**src/rtl/tt_pkg.sv**
```systemverilog
`default_nettype none
// +-----------------------------------------------------------------------------+
// | Package : tt_pkg                                                            |
// | Purpose : Shared mode codes and FSM state encoding for the truth-table      |
// |           sweeper.                                                          |
// | Rev     : 1.0 - initial release                                             |
// +-----------------------------------------------------------------------------+
package tt_pkg;

    // Logic function select codes (3 bits)
    localparam logic [2:0] TT_INHIBIT = 3'd0;
    localparam logic [2:0] TT_AND     = 3'd1;
    localparam logic [2:0] TT_OR      = 3'd2;
    localparam logic [2:0] TT_XOR     = 3'd3;
    localparam logic [2:0] TT_NAND    = 3'd4;
    localparam logic [2:0] TT_NOR     = 3'd5;
    localparam logic [2:0] TT_XNOR    = 3'd6;
    localparam logic [2:0] TT_MAJ     = 3'd7;

    typedef enum logic [1:0] {
        ST_IDLE = 2'd0,
        ST_RUN  = 2'd1,
        ST_DONE = 2'd2
    } state_t;

endpackage
`default_nettype wire

```
**src/rtl/truth_table_sweeper_if.sv**
```systemverilog
`default_nettype none
// +-----------------------------------------------------------------------------+
// | Interface : truth_table_sweeper_if                                          |
// | Purpose   : Control inputs and row-stream outputs of the sweeper.           |
// |   start, mode, out_ready              : driven by master (consumer/bench)   |
// |   out_valid, out_vec, out_s, busy,                                          |
// |   done, minterm_mask, ones_count      : driven by slave (sweeper)           |
// | Rev       : 1.0 - initial release                                           |
// +-----------------------------------------------------------------------------+
interface truth_table_sweeper_if #(
    parameter int N_IN = 2
) ();
    localparam int CNT_W = N_IN + 1;

    logic                 start;
    logic [2:0]           mode;
    logic                 out_ready;
    logic                 out_valid;
    logic [N_IN-1:0]      out_vec;
    logic                 out_s;
    logic                 busy;
    logic                 done;
    logic [(2**N_IN)-1:0] minterm_mask;
    logic [CNT_W-1:0]     ones_count;

    modport master (
        output start, mode, out_ready,
        input  out_valid, out_vec, out_s, busy, done, minterm_mask, ones_count
    );

    modport slave (
        input  start, mode, out_ready,
        output out_valid, out_vec, out_s, busy, done, minterm_mask, ones_count
    );
endinterface
`default_nettype wire

```
**src/rtl/tt_logic_fn.sv**
```systemverilog
`default_nettype none
// +-----------------------------------------------------------------------------+
// | Module  : tt_logic_fn                                                       |
// | Purpose : Combinational decode of the selectable logic function.            |
// |   i_x    [N_IN] : input row, bit N_IN-1 is the MSB                          |
// |   i_mode [3]    : function select (tt_pkg TT_* codes)                       |
// |   o_s           : function result                                           |
// | Rev     : 1.0 - initial release                                             |
// +-----------------------------------------------------------------------------+
module tt_logic_fn
    import tt_pkg::*;
#(
    parameter int N_IN = 2
) (
    input  wire logic [N_IN-1:0] i_x,
    input  wire logic [2:0]      i_mode,
    output logic                 o_s
);
    localparam logic [3:0] c_HALF = 4'(N_IN / 2);

    logic       w_inh;
    logic [3:0] w_pop;

    // With a single input there is no lower slice to AND, so inhibit is just ~x[0].
    generate
        if (N_IN == 1) begin : g_inh_one
            assign w_inh = ~i_x[0];
        end else begin : g_inh_multi
            assign w_inh = ~i_x[N_IN-1] & (&i_x[N_IN-2:0]);
        end
    endgenerate

    always_comb begin
        w_pop = 4'd0;
        for (int i = 0; i < N_IN; i++) begin
            w_pop = w_pop + {3'b000, i_x[i]};
        end
    end

    always_comb begin
        o_s = 1'b0;
        case (i_mode)
            TT_INHIBIT: o_s = w_inh;
            TT_AND:     o_s = &i_x;
            TT_OR:      o_s = |i_x;
            TT_XOR:     o_s = ^i_x;
            TT_NAND:    o_s = ~(&i_x);
            TT_NOR:     o_s = ~(|i_x);
            TT_XNOR:    o_s = ~(^i_x);
            TT_MAJ:     o_s = (w_pop > c_HALF);
            default:    o_s = 1'b0;
        endcase
    end
endmodule
`default_nettype wire

```
**src/rtl/truth_table_sweeper.sv**
```systemverilog
`default_nettype none
// +-----------------------------------------------------------------------------+
// | Module  : truth_table_sweeper                                               |
// | Purpose : Sweeps all 2**N_IN input rows in ascending order, streams each    |
// |           row and its function result over valid/ready, and accumulates a  |
// |           minterm mask and ones count.                                      |
// |   clk   : clock, rising edge                                                |
// |   rst_n : asynchronous active-low reset                                     |
// |   bus   : truth_table_sweeper_if.slave (start/mode/out_ready in;            |
// |           out_valid/out_vec/out_s/busy/done/minterm_mask/ones_count out)    |
// | Rev     : 1.0 - initial release                                             |
// +-----------------------------------------------------------------------------+
module truth_table_sweeper
    import tt_pkg::*;
#(
    parameter int N_IN = 2
) (
    input  wire logic            clk,
    input  wire logic            rst_n,
    truth_table_sweeper_if.slave bus
);
    localparam int              CNT_W      = N_IN + 1;
    localparam int              NROWS      = 2 ** N_IN;
    localparam logic [N_IN:0]   c_LAST_ROW = (N_IN + 1)'(NROWS - 1);

    state_t             r_state;
    state_t             w_next;
    // One extra bit so the increment after the final row never aliases row 0.
    logic [N_IN:0]      r_row;
    logic [2:0]         r_mode;
    logic [NROWS-1:0]   r_mask;
    logic [CNT_W-1:0]   r_cnt;

    logic               w_fn;
    logic               w_run;
    logic               w_fire;
    logic               w_start_ok;

    tt_logic_fn #(.N_IN(N_IN)) u_fn (
        .i_x    (r_row[N_IN-1:0]),
        .i_mode (r_mode),
        .o_s    (w_fn)
    );

    assign w_run      = (r_state == ST_RUN);
    assign w_fire     = w_run & bus.out_ready;
    assign w_start_ok = (r_state != ST_RUN) & bus.start;

    always_ff @(posedge clk or negedge rst_n) begin
        if (!rst_n) begin
            r_state <= ST_IDLE;
        end else begin
            r_state <= w_next;
        end
    end

    always_comb begin
        w_next = r_state;
        case (r_state)
            ST_IDLE, ST_DONE: begin
                if (bus.start) begin
                    w_next = ST_RUN;
                end
            end
            ST_RUN: begin
                if (w_fire && (r_row == c_LAST_ROW)) begin
                    w_next = ST_DONE;
                end
            end
            default: w_next = ST_IDLE;
        endcase
    end

    always_ff @(posedge clk or negedge rst_n) begin
        if (!rst_n) begin
            r_row  <= '0;
            r_mode <= 3'd0;
            r_mask <= '0;
            r_cnt  <= '0;
        end else if (w_start_ok) begin
            r_row  <= '0;
            r_mode <= bus.mode;
            r_mask <= '0;
            r_cnt  <= '0;
        end else if (w_fire) begin
            r_mask[r_row[N_IN-1:0]] <= w_fn;
            r_cnt                   <= r_cnt + CNT_W'(w_fn);
            r_row                   <= r_row + 1'b1;
        end
    end

    // Row outputs are forced low outside RUN so reset/DONE show all zeros
    // even for functions that are true on row 0.
    assign bus.out_valid    = w_run;
    assign bus.busy         = w_run;
    assign bus.done         = (r_state == ST_DONE);
    assign bus.out_vec      = w_run ? r_row[N_IN-1:0] : '0;
    assign bus.out_s        = w_run & w_fn;
    assign bus.minterm_mask = r_mask;
    assign bus.ones_count   = r_cnt;
endmodule
`default_nettype wire

```
**src/flat_wrapper.sv**
```systemverilog
// flat-port wrapper written by rule: the top's interface ports become plain ports
module truth_table_sweeper_flat import tt_pkg::*;
#(
    parameter int N_IN = 2
)
  (clk, rst_n, bus_start, bus_mode, bus_out_ready, bus_out_valid, bus_out_vec, bus_out_s, bus_busy, bus_done, bus_minterm_mask, bus_ones_count);
  truth_table_sweeper_if #(.N_IN(N_IN)) bus_i ();
  input  wire logic clk;
  input  wire logic rst_n;
  input wire logic [$bits(bus_i.start)-1:0] bus_start;
  input wire logic [$bits(bus_i.mode)-1:0] bus_mode;
  input wire logic [$bits(bus_i.out_ready)-1:0] bus_out_ready;
  output wire logic [$bits(bus_i.out_valid)-1:0] bus_out_valid;
  output wire logic [$bits(bus_i.out_vec)-1:0] bus_out_vec;
  output wire logic [$bits(bus_i.out_s)-1:0] bus_out_s;
  output wire logic [$bits(bus_i.busy)-1:0] bus_busy;
  output wire logic [$bits(bus_i.done)-1:0] bus_done;
  output wire logic [$bits(bus_i.minterm_mask)-1:0] bus_minterm_mask;
  output wire logic [$bits(bus_i.ones_count)-1:0] bus_ones_count;
  assign bus_i.start = bus_start;
  assign bus_i.mode = bus_mode;
  assign bus_i.out_ready = bus_out_ready;
  assign bus_out_valid = bus_i.out_valid;
  assign bus_out_vec = bus_i.out_vec;
  assign bus_out_s = bus_i.out_s;
  assign bus_busy = bus_i.busy;
  assign bus_done = bus_i.done;
  assign bus_minterm_mask = bus_i.minterm_mask;
  assign bus_ones_count = bus_i.ones_count;
  truth_table_sweeper #(.N_IN(N_IN)) u_core (.clk(clk), .rst_n(rst_n), .bus(bus_i));
endmodule
```
**config.mk**
```make
export PLATFORM = sky130hd
export DESIGN_NAME = truth_table_sweeper_flat
export DESIGN_NICKNAME = d
export VERILOG_FILES = /design/src/rtl/tt_pkg.sv /design/src/rtl/truth_table_sweeper_if.sv /design/src/rtl/tt_logic_fn.sv /design/src/rtl/truth_table_sweeper.sv /design/src/flat_wrapper.sv
export SDC_FILE = /design/constraint.sdc
export NUM_CORES = 1
export LEC_CHECK = 0
export CAP_MARGIN = 20
export CORE_UTILIZATION = 50
export CTS_BUF_LIST = sky130_fd_sc_hd__clkbuf_4 sky130_fd_sc_hd__clkbuf_8
export DETAILED_ROUTE_END_ITERATION = 6
export PLACE_DENSITY = 0.8
export SYNTH_ARGS = -nofsm -noshare
export SYNTH_HDL_FRONTEND = slang
export SYNTH_SLANG_ARGS = --single-unit
```
**constraint.sdc**
```tcl
create_clock -name clk -period 2.8 [get_ports clk]
set_clock_uncertainty 0.15 [all_clocks]
set_input_delay 0.42 -clock clk [delete_from_list [all_inputs] [get_ports clk]]
set_output_delay 0.42 -clock clk [all_outputs]
set_load 0.005 [all_outputs]
```
After elaboration in Yosys (flattened, before gate mapping):

Cells that the tools add are included.

* add/subtract/negate cells: 3
* magnitude comparators: 3
* equality and inequality tests: 13
* multiplexer cells: 14
* bitwise operators: 8
* reduce and logical (&&, ||, !) cells: 10

Operators by type and width (number)
* 3-bit == test (second input constant): 4
* 3-bit two-way mux: 4
* 3-bit by 2-bit == test with 1-bit output (second input constant): 3
* 4-bit two-way mux: 2
* 1-bit case mux with 8 select lines: 1
* 2-bit two-way mux: 3
* 1-bit AND: 4
* 4-bit bitwise mux: 1
* 2-bit != test (second input constant): 2
* 1-bit NOT: 4
* 2-bit case mux with 2 select lines: 1
* 2-bit AND reduction: 2
* 2-bit OR reduction: 2
* 3-bit by 1-bit adder with 3-bit output: 1
* 3-bit by 1-bit adder with 3-bit output (second input constant): 1
* 3-bit by 1-bit == test with 1-bit output (second input constant): 1
* 3-bit logical NOT: 1
* 2-bit by 3-bit < comparator with 1-bit output (second input constant): 1
* 1-bit by 1-bit adder with 2-bit output: 1
* 1-bit demux with 2-bit select: 1
* 2-bit by 1-bit == test with 1-bit output (second input constant): 1
* 2-bit == test (second input constant): 1
* 2-bit by 1-bit >= comparator with 1-bit output (second input constant): 1
* 2-bit by 1-bit greater-than comparator with 1-bit output (second input constant): 1
* 6 further kinds: 7

* register bits: 15
* input port bits: 7
* output and inout port bits: 13

Longest topological paths before layout:

* depth in word-level cells: 7
* depth in mapped cells: 11

Hierarchy:

A second synthesis with hierarchy kept.

* cell total of the unflattened synthesis: 83
* area total of the unflattened synthesis: 880.8 µm²

By module, submodules not included
* truth_table_sweeper: times used 1, cells an instance 71, area an instance 765.7 µm²
* tt_logic_fn: times used 1, cells an instance 12, area an instance 115.1 µm²

Worst setup path after synthesis:

No wires, ideal clock.

* path kind: flip-flop to flip-flop
* start point: reg u_core.r_row[0]
* end point: reg u_core.r_cnt[1], in the netlist u_core.bus.ones_count[1]
* data arrival time: 2168 ps
* path slack: 360 ps
* stages on the path, launching flop included: 9
* buffers on the path: 0
* clock period less this slack: 2440 ps
* cell sequence: dfrtp_1 -> inv_1 -> ha_1 -> mux2_4 -> mux4_2 -> inv_1 -> ha_1 -> ha_1 -> a32o_1

* word-level cells in the longest chain between the ends: 6

Ends and longest elaborated chain
* start: declaration: RTL line truth_table_sweeper.sv:29 `logic [N_IN:0] r_row;`
* start signal: assignment: RTL line truth_table_sweeper.sv:88 `r_row <= r_row + 1'b1;`
* 1-bit by 1-bit adder with 2-bit output (tied with other cells): RTL line tt_logic_fn.sv:36 `w_pop = w_pop + {3'b000, i_x[i]};`
* 2-bit by 1-bit greater-than comparator with 1-bit output (tied with other cells): RTL line tt_logic_fn.sv:50 `TT_MAJ: o_s = (w_pop > c_HALF);`
* 1-bit case mux with 8 select lines *: RTL line tt_logic_fn.sv:42 `case (i_mode)`
* 3-bit by 1-bit adder with 3-bit output *: RTL line truth_table_sweeper.sv:87 `r_cnt <= r_cnt + CNT_W'(w_fn);`
* 3-bit two-way mux *: RTL line truth_table_sweeper.sv:85 `end else if (w_fire) begin`
* 3-bit two-way mux *: RTL line truth_table_sweeper.sv:80 `end else if (w_start_ok) begin`
* end signal: assignment: RTL line truth_table_sweeper.sv:87
* end: declaration: RTL line truth_table_sweeper.sv:32 `logic [CNT_W-1:0] r_cnt;`

Every way passes the cells marked *; elsewhere a longest branch is shown, timed or not. The select of a mux whose other input is x is not followed.
A chain may end at the register's enable or synchronous reset.

Worst setup path after layout:

* start point: reg u_core.r_row[0]
* end point: out bus_out_s

* word-level cells in the longest chain between the ends: 4

Ends and longest elaborated chain
* 1-bit by 1-bit adder with 2-bit output (tied with other cells): RTL line tt_logic_fn.sv:36
* 2-bit by 1-bit greater-than comparator with 1-bit output (tied with other cells): RTL line tt_logic_fn.sv:50
* 1-bit case mux with 8 select lines *: RTL line tt_logic_fn.sv:42
* 1-bit AND *: RTL line truth_table_sweeper.sv:98 `assign bus.out_s = w_run & w_fn;`
* end: declaration: RTL line flat_wrapper.sv:15 `output wire logic [$bits(bus_i.out_s)-1:0] bus_out_s;`

Every way passes the cells marked *; elsewhere a longest branch is shown, timed or not.

==> key figures <==
Worst setup path
  • Source of the critical timing path: u_core.r_row[0]
  • Critical-path maximum fanout: 5
  • Cell type of the slowest stage on the worst timing path: sky130_fd_sc_hd__mux4_2
  • R2R Path End: u_core.bus.ones_count[2]
  • CP arrival: 2140 ps
  • R2r startpoint: u_core.r_row[0]
  • Required time of the worst setup path: 2230 ps
  • CP Capture Type: output pin
  • Worst-path cell chain: buf_4 -> ha_1 -> mux2_4 -> mux4_2 -> nor2_2 -> clkdlybuf4s15_1
  • Register-to-Register Path Depth: 11
  • Register-to-Register Setup Slack: roughly 170 ps
  • Number of buffers and inverters on the critical path: 2
  • Stage delay of the slowest cell on the critical path: approximately 470 ps
  • Critical path start-end classification: register to output pin
  • Critical path startpoint category: register
  • CP delay by family, top: multiplexers

Placement
  • DP Wirelength: 1.350 mm
  • Post-placement cell area: 1041 sq um
  • Number of placed cells counting well taps: roughly 110
  • Number of port buffers: 19
  • GPL Wtd Cong: 0.8319

Flow run
  • Max cap viols: 0

Die
  • DIE HEIGHT: 43.25 um
  • Number of placed I/O pins: 20
  • Placement Rows: 14
  • Chip width: 43.25 um
  • Placeable core region: 1541 sq um
  • Area of the die: 1871 sq um
  • Initial core utilization: between 50% and 60%

Cells and area
  • Area taken by flip-flops and latches: 375.4 sq um
  • Antenna diode count: 0
  • Area growth, synth to finish: 29.41%
  • Layout Cells excl Fill: 120
  • Area of the multi-input gates: 436.7 sq um
  • Fraction of layout instances using a drive strength above 1: between 10 and 15%
  • Number of fill cells: 118
  • Final instance area: ~1100 sq um
  • NumNets Final: 119

Synthesis
  • Synthesized cell area: 850.8 sq um
  • Mapped Avg Cell Area: around 10 sq um
  • Sequential area share after synthesis: 44.12%
  • Yosys cell types: 24
  • Synth Register Bits: 15
  • Post-Synthesis Net Count: 96
  • Syn Inst Count: 82
  • Yosys warnings: 0

Timing
  • Setup repair after global routing missed its margin: false
  • Final-report max-slew violation count: 0
  • Post-layout min period: 2706 ps
  • Setup TNS Final: 0 ps
  • Worst-Margin Slew: about 660 ps
  • Final Setup Violations: 0
  • Post-route fraction of the period consumed by the critical path: a little over nine tenths
  • Relative slew margins: 55.56%
  • Fmax: 369.6 MHz
  • Tightest hold margin: ~370 ps
  • Count of final hold-check violations: 0

Global routing
  • Largest net degree at the start of global routing: 16
  • Wire length of the first global-routing pass: 3.180 mm
  • Via count of the first global-routing pass: 720
  • Number of antenna violations at the first check in global routing: 0
  • Overflow left after global routing: 0
  • Overall fraction of global-route tracks in use: a little under a quarter

Power
  • Worst VDD drop: 0.6447 mV
  • Power Dens Cells: 1146 nW/um^2
  • Clk pwr share: between 10 and 15%
  • Switching share of power: 38.19%
  • Part of the total power dissipated in sequential elements: between 30% and 40%
  • Combinational share of power: 58.3%
  • Cell internal power dissipation: slightly below 0.0008 W
  • Net Switching: 0.0004821 W
  • Static leakage power: 0.5027 nW

Route
  • Number of detailed-routing iterations run before antenna repair: 4
  • Total via count after detailed routing: 703
  • Vias/cell: 5.858
  • Post-DRT Antenna Nets: 0
  • Number of DRC markers after the initial detailed-route iteration: 4
  • Wire length after detailed routing: 1.866 mm
  • Detail-routed net length per standard cell: 15.55 um
  • DRC violation count after routing: 0

Worst hold path
  • Class of the worst hold path: primary input to asynchronous set/reset pin

Clock network
  • Num CTS Buffers: 3
  • Buffer depth of the longest clock path: 2
  • Number of sinks driven by the clock tree: 15
  • Clock Root Buffer: sky130_fd_sc_hd__clkbuf_4
  • Hold-fix buffer count after cts: 0
  • H-Tree Level Count: 1
  • Worst-skew pair later-pin latency: about 290 ps
  • TritonCTS clock tree: yes
  • Clock edge transition at the registers on the reported setup and hold paths: 100 ps

Run status
  • Result of the run: finished clean
state kept, by name, summed over array words and instances, names as in the netlist:
| name | cells |
|---|---|
| u_core.bus.minterm_mask | 4 |
| u_core.r_mode | 3 |
| u_core.r_state | 2 |
| u_core.r_row | 3 |
| u_core.bus.ones_count | 3 |
layer usage:
metal / vias up / share of wire, % / routed length [um] / GRT usage [%]
li1: 331 / - / - / -
met4: 0 / 1.8 / 34 / 14.55
met1: 350 / 46 / 853 / 30.49
met3: 4 / 3.2 / 60 / 3.830
met2: 18 / 49 / 918 / 36.12
met5: - / 0 / 0 / 0
cells in the mapped netlist:
cell type | count | area share (%)
sky130_fd_sc_hd__nand2_1 | 10 | 4.4
sky130_fd_sc_hd__dfrtp_1 | 15 | 44
sky130_fd_sc_hd__nand2b_1 | 1 | 0.74
sky130_fd_sc_hd__buf_6 | 1 | 1.3
sky130_fd_sc_hd__a31oi_1 | 1 | 0.74
sky130_fd_sc_hd__nand3_1 | 1 | 0.59
sky130_fd_sc_hd__xnor2_1 | 1 | 1.0
sky130_fd_sc_hd__xor2_1 | 1 | 1.0
sky130_fd_sc_hd__ha_1 | 7 | 10
sky130_fd_sc_hd__nor2b_1 | 1 | 0.74
sky130_fd_sc_hd__buf_4 | 1 | 0.88
sky130_fd_sc_hd__mux4_2 | 1 | 2.6
sky130_fd_sc_hd__o21ai_0 | 5 | 2.9
sky130_fd_sc_hd__a32o_1 | 2 | 2.4
sky130_fd_sc_hd__buf_2 | 1 | 0.59
sky130_fd_sc_hd__a311oi_1 | 4 | 4.1
sky130_fd_sc_hd__clkbuf_1 | 1 | 0.44
sky130_fd_sc_hd__o2bb2ai_1 | 1 | 1.0
sky130_fd_sc_hd__nor2_1 | 4 | 1.8
sky130_fd_sc_hd__mux2i_1 | 4 | 4.7
sky130_fd_sc_hd__inv_1 | 7 | 3.1
sky130_fd_sc_hd__a21oi_1 | 8 | 4.7
sky130_fd_sc_hd__mux2_2 | 3 | 4.0
sky130_fd_sc_hd__mux2_4 | 1 | 1.8
cell families after synthesis:
| kind of cell | count (synthesis) | synth area share, % |
|---|---|---|
| adder cells (fa/ha/maj) | 7 | 10.29 |
| XOR/XNOR | 2 | 2.059 |
| AO/OA/AOI/OAI | 21 | 15.88 |
| flip-flops | 15 | 44.12 |
| buffers and inverters | 11 | 6.323 |
| AND/OR/NAND/NOR | 17 | 8.236 |
| multiplexers | 9 | 13.09 |
metrics by stage:
step	utilization [%]	worst slack, ps	power [W]
5_1_grt	71.43	6.835	0.001352
3_5_place_dp	67.53	11.44	0.001077
2_1_floorplan	-	360.1	0.0008029
6_report	71.43	94.09	0.001262
4_1_cts	70.37	89.57	0.001227
3_3_place_gp	67.53	79.85	0.001050
cells in the final DEF, fill, tap and decap left out, types with 2 or more instances in the layout:
cell type,netlist,layout
sky130_fd_sc_hd__mux2_2,3,3
sky130_fd_sc_hd__a21oi_1,8,8
sky130_fd_sc_hd__ha_1,7,6
sky130_fd_sc_hd__a311oi_1,4,4
sky130_fd_sc_hd__dfrtp_1,15,15
sky130_fd_sc_hd__clkdlybuf4s50_1,0,18
sky130_fd_sc_hd__a32o_1,2,2
sky130_fd_sc_hd__inv_1,7,6
sky130_fd_sc_hd__nand2_1,10,10
sky130_fd_sc_hd__o21ai_0,5,5
sky130_fd_sc_hd__mux2i_1,4,4
sky130_fd_sc_hd__nor2_1,4,3
sky130_fd_sc_hd__clkbuf_4,0,4
sky130_fd_sc_hd__buf_4,1,3
layout make-up:
cell class,instances,share of cell area (%)
Sequential cell,15,34.09
Inverter,7,2.386
Timing Repair Buffer,22,19.32
Clock buffer,4,2.727
Tap cell,16,1.818
Multi-Input combinational cell,56,39.66
how the worst max path moves through the flow:
stage | endpoint | cells after the start | slack, ps
2_1_floorplan | u_core.bus.ones_count[1] | 8 | 360
3_3_place_gp | bus_out_s | 6 | 80
3_5_place_dp | bus_out_s | 6 | 10
4_1_cts | bus_out_s | 6 | 90
5_1_grt | bus_out_s | 6 | 7
6_report | bus_out_s | 6 | 90
power groups by stage:
stage | combinational, W | sequential [W] | clock (W)
6_report | 0.000736 | 0.000386 | 0.000141
5_1_grt | 0.000802 | 0.000399 | 0.000151
4_1_cts | 0.000703 | 0.000385 | 0.000139
3_5_place_dp | 0.000677 | 0.000400 | 0
3_3_place_gp | 0.000659 | 0.000391 | 0
2_1_floorplan | 0.000429 | 0.000374 | 0
repair_timing:
item | 4_1_cts | 5_1_grt
resized for setup | 2 | 3
setup endpoints to repair | 1 | 1
setup buffers | 2 | 0
(Power assumes the default switching activity.)
